--- src/rtl/fir_decim_buffer.sv ---
// fir_decim_buffer: block-averaging decimator (rounded mean of DECIM samples)
// feeding a first-word-fall-through output FIFO with sticky drop flag.
module fir_decim_buffer #(
   parameter int DATA_W = 16,
   parameter int DECIM  = 4,
   parameter int DEPTH  = 8
) (
   input  logic                        clk,
   input  logic                        rst_p,
   input  logic                        ena,
   input  logic [DATA_W-1:0]           y_in,
   input  logic                        in_valid,
   input  logic                        flush,
   input  logic                        clear_ovf,
   output logic [DATA_W-1:0]           out_data,
   output logic                        out_valid,
   input  logic                        out_ready,
   output logic [$clog2(DEPTH):0]      fifo_count,
   output logic                        overflow
);
   localparam int SH = $clog2(DECIM);
   localparam int PW = $clog2(DEPTH);
   localparam int CW = PW + 1;
   localparam int AW = DATA_W + SH;
   localparam logic [SH-1:0] LAST = SH'(DECIM - 1);
   localparam logic signed [AW-1:0] HALF = AW'(DECIM / 2);

   logic [SH-1:0]         r_phase;
   logic signed [AW-1:0]  r_acc;
   logic [DATA_W-1:0]     r_mem [DEPTH];
   logic [PW-1:0]         r_wp;
   logic [PW-1:0]         r_rp;
   logic [CW-1:0]         r_cnt;
   logic                  r_ovf;
   logic                  w_acc;
   logic                  w_last;
   logic                  w_full;
   logic                  w_pop;
   logic                  w_wr;
   logic                  w_drop;
   logic signed [AW-1:0]  w_yx;
   logic signed [AW-1:0]  w_sum;
   logic signed [AW-1:0]  w_rnd;
   logic [DATA_W-1:0]     w_res;

   assign w_acc  = ena & in_valid & ~flush;
   assign w_last = w_acc & (r_phase == LAST);
   assign w_full = r_cnt == CW'(DEPTH);
   assign w_pop  = out_valid & out_ready & ~flush;
   assign w_wr   = w_last & (~w_full | w_pop);
   assign w_drop = w_last & w_full & ~w_pop;
   assign w_yx   = {{SH{y_in[DATA_W-1]}}, y_in};
   assign w_sum  = (r_phase == '0 ? '0 : r_acc) + w_yx;
   // Sum of DECIM samples plus half an LSB cannot leave AW bits, so no guard bit
   assign w_rnd  = w_sum + HALF;
   assign w_res  = DATA_W'(w_rnd >>> SH);

   assign out_valid  = r_cnt != '0;
   assign out_data   = out_valid ? r_mem[r_rp] : '0;
   assign fifo_count = r_cnt;
   assign overflow   = r_ovf;

   always_ff @(posedge clk or posedge rst_p) begin
      if (rst_p) begin
         r_phase <= '0;
         r_acc   <= '0;
         r_wp    <= '0;
         r_rp    <= '0;
         r_cnt   <= '0;
      end else if (flush) begin
         r_phase <= '0;
         r_acc   <= '0;
         r_wp    <= '0;
         r_rp    <= '0;
         r_cnt   <= '0;
      end else begin
         if (w_acc) begin
            r_phase <= r_phase + 1'b1;
            r_acc   <= w_sum;
         end
         if (w_wr) r_wp <= r_wp + 1'b1;
         if (w_pop) r_rp <= r_rp + 1'b1;
         r_cnt <= r_cnt + CW'(w_wr) - CW'(w_pop);
      end
   end

   always_ff @(posedge clk or posedge rst_p) begin
      if (rst_p) r_ovf <= 1'b0;
      else if (w_drop) r_ovf <= 1'b1;
      else if (clear_ovf) r_ovf <= 1'b0;
   end

   // Storage needs no reset: reads are gated by r_cnt
   always_ff @(posedge clk) begin
      if (w_wr) r_mem[r_wp] <= w_res;
   end
endmodule

--- config.mk ---
export PLATFORM = sky130hd
export DESIGN_NAME = fir_decim_buffer
export DESIGN_NICKNAME = d
export VERILOG_FILES = /design/src/rtl/fir_decim_buffer.sv
export SDC_FILE = /design/constraint.sdc
export NUM_CORES = 1
export LEC_CHECK = 0
export ABC_AREA = 0
export CAP_MARGIN = 20
export CORE_AREA = 3 3 171 90
export DETAILED_ROUTE_END_ITERATION = 10
export DIE_AREA = 0 0 174 93
export GPL_TIMING_DRIVEN = 0
export MAX_ROUTING_LAYER = met4
export PLACE_DENSITY = 0.79
export SLEW_MARGIN = 20
export SYNTH_ARGS = -nofsm -noshare
export SYNTH_HDL_FRONTEND = slang
export SYNTH_SLANG_ARGS = --single-unit
--- constraint.sdc ---
create_clock -name clk -period 4.96 [get_ports clk]
set_clock_uncertainty 0.2 [all_clocks]
set_input_delay 0.496 -clock clk [delete_from_list [all_inputs] [get_ports clk]]
set_output_delay 0.496 -clock clk [all_outputs]
set_load 0.005 [all_outputs]
After elaboration in Yosys (flattened, before gate mapping)
Memories as Yosys holds them, arrays and structs flattened.
Cells that the tools add are included.
- equal/unequal tests: 2
- add/subtract/negate cells: 7
- multiplexer cells: 15
- bitwise logic cells: 12
- reductions and logical operators: 6
- operator list (operator ; number):
    $mux W18 ; 3
    $add A18 B18 Y18 ; 1
    $add A18 B3 Y18 const B ; 1
    $mux W16 ; 1
    $mux W3 ; 4
    $and A1 B1 Y1 ; 8
    $reduce_bool A2 Y1 ; 4
    $add A3 B1 Y3 const B ; 2
    $add A4 B1 Y4 ; 1
    $eq A4 B4 Y1 const B ; 1
    $mux W1 ; 4
    $mux W2 ; 2
    $mux W4 ; 1
    $reduce_bool A4 Y1 ; 1
    $sub A4 B1 Y4 ; 1
    $not A1 Y1 ; 3
    $add A2 B1 Y2 const B ; 1
    $eq A2 B2 Y1 const B ; 1
    $logic_not A2 Y1 ; 1
    $or A1 B1 Y1 ; 1
- RAM bits: 128
- flip-flop bits (word level): 31
- memories: 1
- input bits: 23
- output and inout bits: 22
- logic and storage cells: 49
- memory list (memory ; depth ; width ; read ports ; clocked after memory_dff ; wr ports ; line ; text):
    r_mem ; 8 ; 16 ; 1 ; 0 ; 1 ; 30 ; logic [DATA_W-1:0] r_mem [DEPTH];

Logic depth before layout (Yosys ltp)
- word-level depth: 8
- mapped depth: 16
- depth with buffers taken out: 15

Least setup slack after synthesis
Ideal clock, no wire load.
- path type: reg2reg
- start: register r_phase[0]
- end: memory r_mem[0][15] (data pin)
- setup time: 231 ps
- stages on the path, launching flop included: 16
- arrival: 3650 ps
- setup slack: 879 ps
- clock period less this slack: 4081 ps
- data required time: 4529 ps
- buffers on the path: 1
- cells stage by stage: dfrtp_1 inv_1 ha_1 clkbuf_1 nor2b_1 ha_1 fa_1 xor2_1 ha_1 o31ai_1 nor4b_2 nand3_1 nor4_4 nand4_1 a2111oi_2 xnor2_1
- cells in the longest elaborated chain, start to end: 4
- RTL lines (element ; line ; text):
    from (decl) ; 28 ; logic [SH-1:0] r_phase;
    from (signal assigned) ; 78 ; r_phase <= r_phase + 1'b1;
    $logic_not A2 Y1 ; 53 ; assign w_sum = (r_phase == '0 ? '0 : r_acc) + w_yx;
    $mux W18 ; 53 ;
    $add A18 B18 Y18 ; 53 ;
    $add A18 B3 Y18 ; 55 ; assign w_rnd = w_sum + HALF;
    via w_rnd[17] ; 43 ; logic signed [AW-1:0] w_rnd;
    to (decl) ; 30 ;
The timed path passes the listed nets, and every way through them passes these cells.

Final worst setup path
- start: register r_phase[0]
- end: memory r_mem[7][15] (data pin)
Same word-level chain as after synthesis.

==> flow_summary.ini <==
[worst_hold_path]
min_path_type = in2reg
min_from = flush

[setup_path]
path_class = reg2reg
setup.worst_path.end = r_mem[7][15]
r2r_slack_ns = 0.22
worstSetupStartpointType = register
cp.arrival_ns = 4.67
reg2regPathDepth = 15
r2r-start = r_phase[0]
crit_path_start = r_phase[0]
required_ns = 4.89
worst_setup_path_end_kind = register
reg2reg_to = r_mem[7][15]
crit_fanout = 10

[flow_run]
max-cap-violations = 0

[synth]
async_reset_ff_share_pct = 19.5
synthCells = 531
ys.flop_type = edfxtp_1
synth_nets = 584
yosys_register_bits = 159
synth_warnings = 0
syn_area_mm2 = 0.00764
avgSynthCellArea_um2 = 14.4
synth_edf_count = 128
yosysUniqueCellTypes = 61
ys_seq_area_share_pct = 60.5

[power_and_ir_drop]
netSwitchingFraction_pct = 28.0
p_clk_share_pct = 35.1
internal_power_mw = 2.64
comb_power_share_pct = 23.9
p_seq_share_pct = 41.1
p_leak_nw = 3.21
ir_drop_v = 0.000199
pwr_density_cell_mw_per_mm2 = 403
power.total_mw = 3.66
p_switching_mw = 1.03

[die]
ios = 45
fp.dieW_um = 174
dieArea_mm2 = 0.0162
dieHeight_um = 93
row_count = 31
start_util_pct = 54.1
design.core.area_mm2 = 0.0141

[routing]
drt_pre_antenna_iters = 5
ant_nets = 0
vias = 4839
drc = 0
drt_iter0_markers = 566
wl_met3_um = 1160
wl_met1_um = 8370
wl_um = 17400
dr_wl_met2_um = 7700
post_drt_wl_per_cell_um = 21.3
viasPerCell = 5.93
highest_layer = met4

[sta]
fmax_mhz = 211
period_share_pct = 95.6
fin_tns_setup_ns = 0
slew_headroom_pct = 31.8
finalWorstSetupSlack_ns = 0.219
rsz0062_at_grt = no
setup_viol_count_final = 0
tightest_slew_ns = 1.02
drv_slew = 0
min_period_ns = 4.74
finalHoldViolations = 0

[layout]
nFillCells = 1016
drive_gt1_share_pct = 18.0
antenna_cells = 0
area_delta_synth_final_pct = 19.1
layout_common_cells = edfxtp_1 (128), clkdlybuf4s50_1 (43), nor2_1 (40)
fin_cells = 816
layout_commonest_cell = edfxtp_1
design_area_mm2 = 0.00910
layout.nets = 658

[cts]
clkSlewWorstSetupHoldPaths_ns = 0.07
cts-root-buf = clkbuf_16
clock_sinks = 159
cts_buffer_depth = 2
h-tree-depth = 4
numCtsBuffers = 17
tritoncts = yes
insertion_delay_ns = 0.43
cts_hold_buf = 0

[placement]
finalWeightedCongestion = 0.877
numPortBuffers = 43
dp.cells = 782
dp_worst_setup_slack_ns = -0.287
placed_area_mm2 = 0.00845
dp_hpwl_um = 12400

[global_route]
grt_pass1_vias = 4907
grt_max_degree = 32
antenna_found_initial = 0
grt_util_all_layers_pct = 23.2
gr-total-overflow = 0
grt_pass1_wl_um = 27600

[status]
outcome = finished clean
sequential cells by signal (all words and copies together), names as in the netlist:
register	flops
fifo_count	4
overflow	1
r_acc	18
r_mem	128
r_phase	2
r_rp	3
r_wp	3
layout make-up:
cell class                 instances  area, µm²  area share (%)
tap                              198        248            2.72
timing repair buffer              55        551            6.05
multi-input combinational        335       2950            32.5
buffer                            19       82.6           0.908
inverter                          18       67.6           0.743
clock buffer                      18        429            4.72
sequential                       159       4620            50.8
clock inverter                    14        149            1.64
worst max-delay path, stage by stage (launching register included):
cell	delay [ns]
dfrtp_1	0.40
inv_1	0.10
ha_2	0.29
clkbuf_4	0.27
nor2b_1	0.07
ha_1	0.22
fa_1	0.48
xor2_2	0.22
ha_1	0.23
o31ai_1	0.10
nor4b_2	0.38
nand3_2	0.18
nor4_4	0.35
nand4_1	0.31
a2111oi_4	0.39
xnor2_2	0.22
power groups by stage:
stage	Combinational, mW	Sequential, mW	Clock [mW]
floorplan	0.535	1.53	0
global placement	0.846	1.53	0
detailed placement	0.869	1.53	0
CTS	0.878	1.51	1.29
global route	0.956	1.51	1.35
finish	0.874	1.51	1.28
worst min path at each step:
| stage | endpoint | slack [ns] | cells past startpoint |
|---|---|---|---|
| 6_report | fifo_count[0] | 0.22 | 2 |
| 3_5_place_dp | r_acc[15] | 0.27 | 2 |
| 4_1_cts | fifo_count[0] | 0.21 | 2 |
| 3_3_place_gp | r_acc[15] | 0.26 | 2 |
| 2_1_floorplan | r_acc[12] | 0.24 | 2 |
| 5_1_grt | fifo_count[1] | 0.27 | 2 |
per-stage QoR:
stage | util (%) | hold slack, ns
detailed placement | 59.8 | 0.267
global route | 64.4 | 0.269
floorplan | - | 0.242
CTS | 64.1 | 0.213
finish | 64.4 | 0.219
global placement | 58.9 | 0.259
repair_timing:
action / 4_1_cts / 5_1_grt
endpoints found under the setup margin: 32 / 32
pin swaps: 0 / 4
setup buffers: 0 / 2
resized for setup: 4 / 6
cell families after synthesis:
group | after synthesis | synth area share, %
AND/OR/NAND/NOR | 148 | 9.78
adder cells (fa/ha/maj) | 30 | 5.11
multiplexers | 49 | 11.7
XOR/XNOR | 31 | 3.65
AO/OA/AOI/OAI | 77 | 7.47
flip-flops | 159 | 60.5
buffers and inverters | 37 | 1.88
routing by layer:
metal  up-vias  track usage [%]
li1       2166                -
met2       195             33.9
met5         -                -
met3        20             4.66
met1      2458             34.6
met4         0             4.48
cell usage after synthesis (13+ instances only):
cell type / n / share of area [%]
edfxtp_1: 128 / 50
nor2_1: 46 / 2.3
nand2_1: 36 / 1.8
mux4_2: 32 / 9.4
dfrtp_1: 31 / 10
ha_1: 28 / 4.6
nor2b_1: 21 / 1.7
a21oi_1: 20 / 1.3
inv_1: 17 / 0.84
mux2i_1: 17 / 2.2
xnor2_1: 17 / 1.9
xor2_1: 13 / 1.5
No activity file was read; power rests on OpenSTA's default activity.
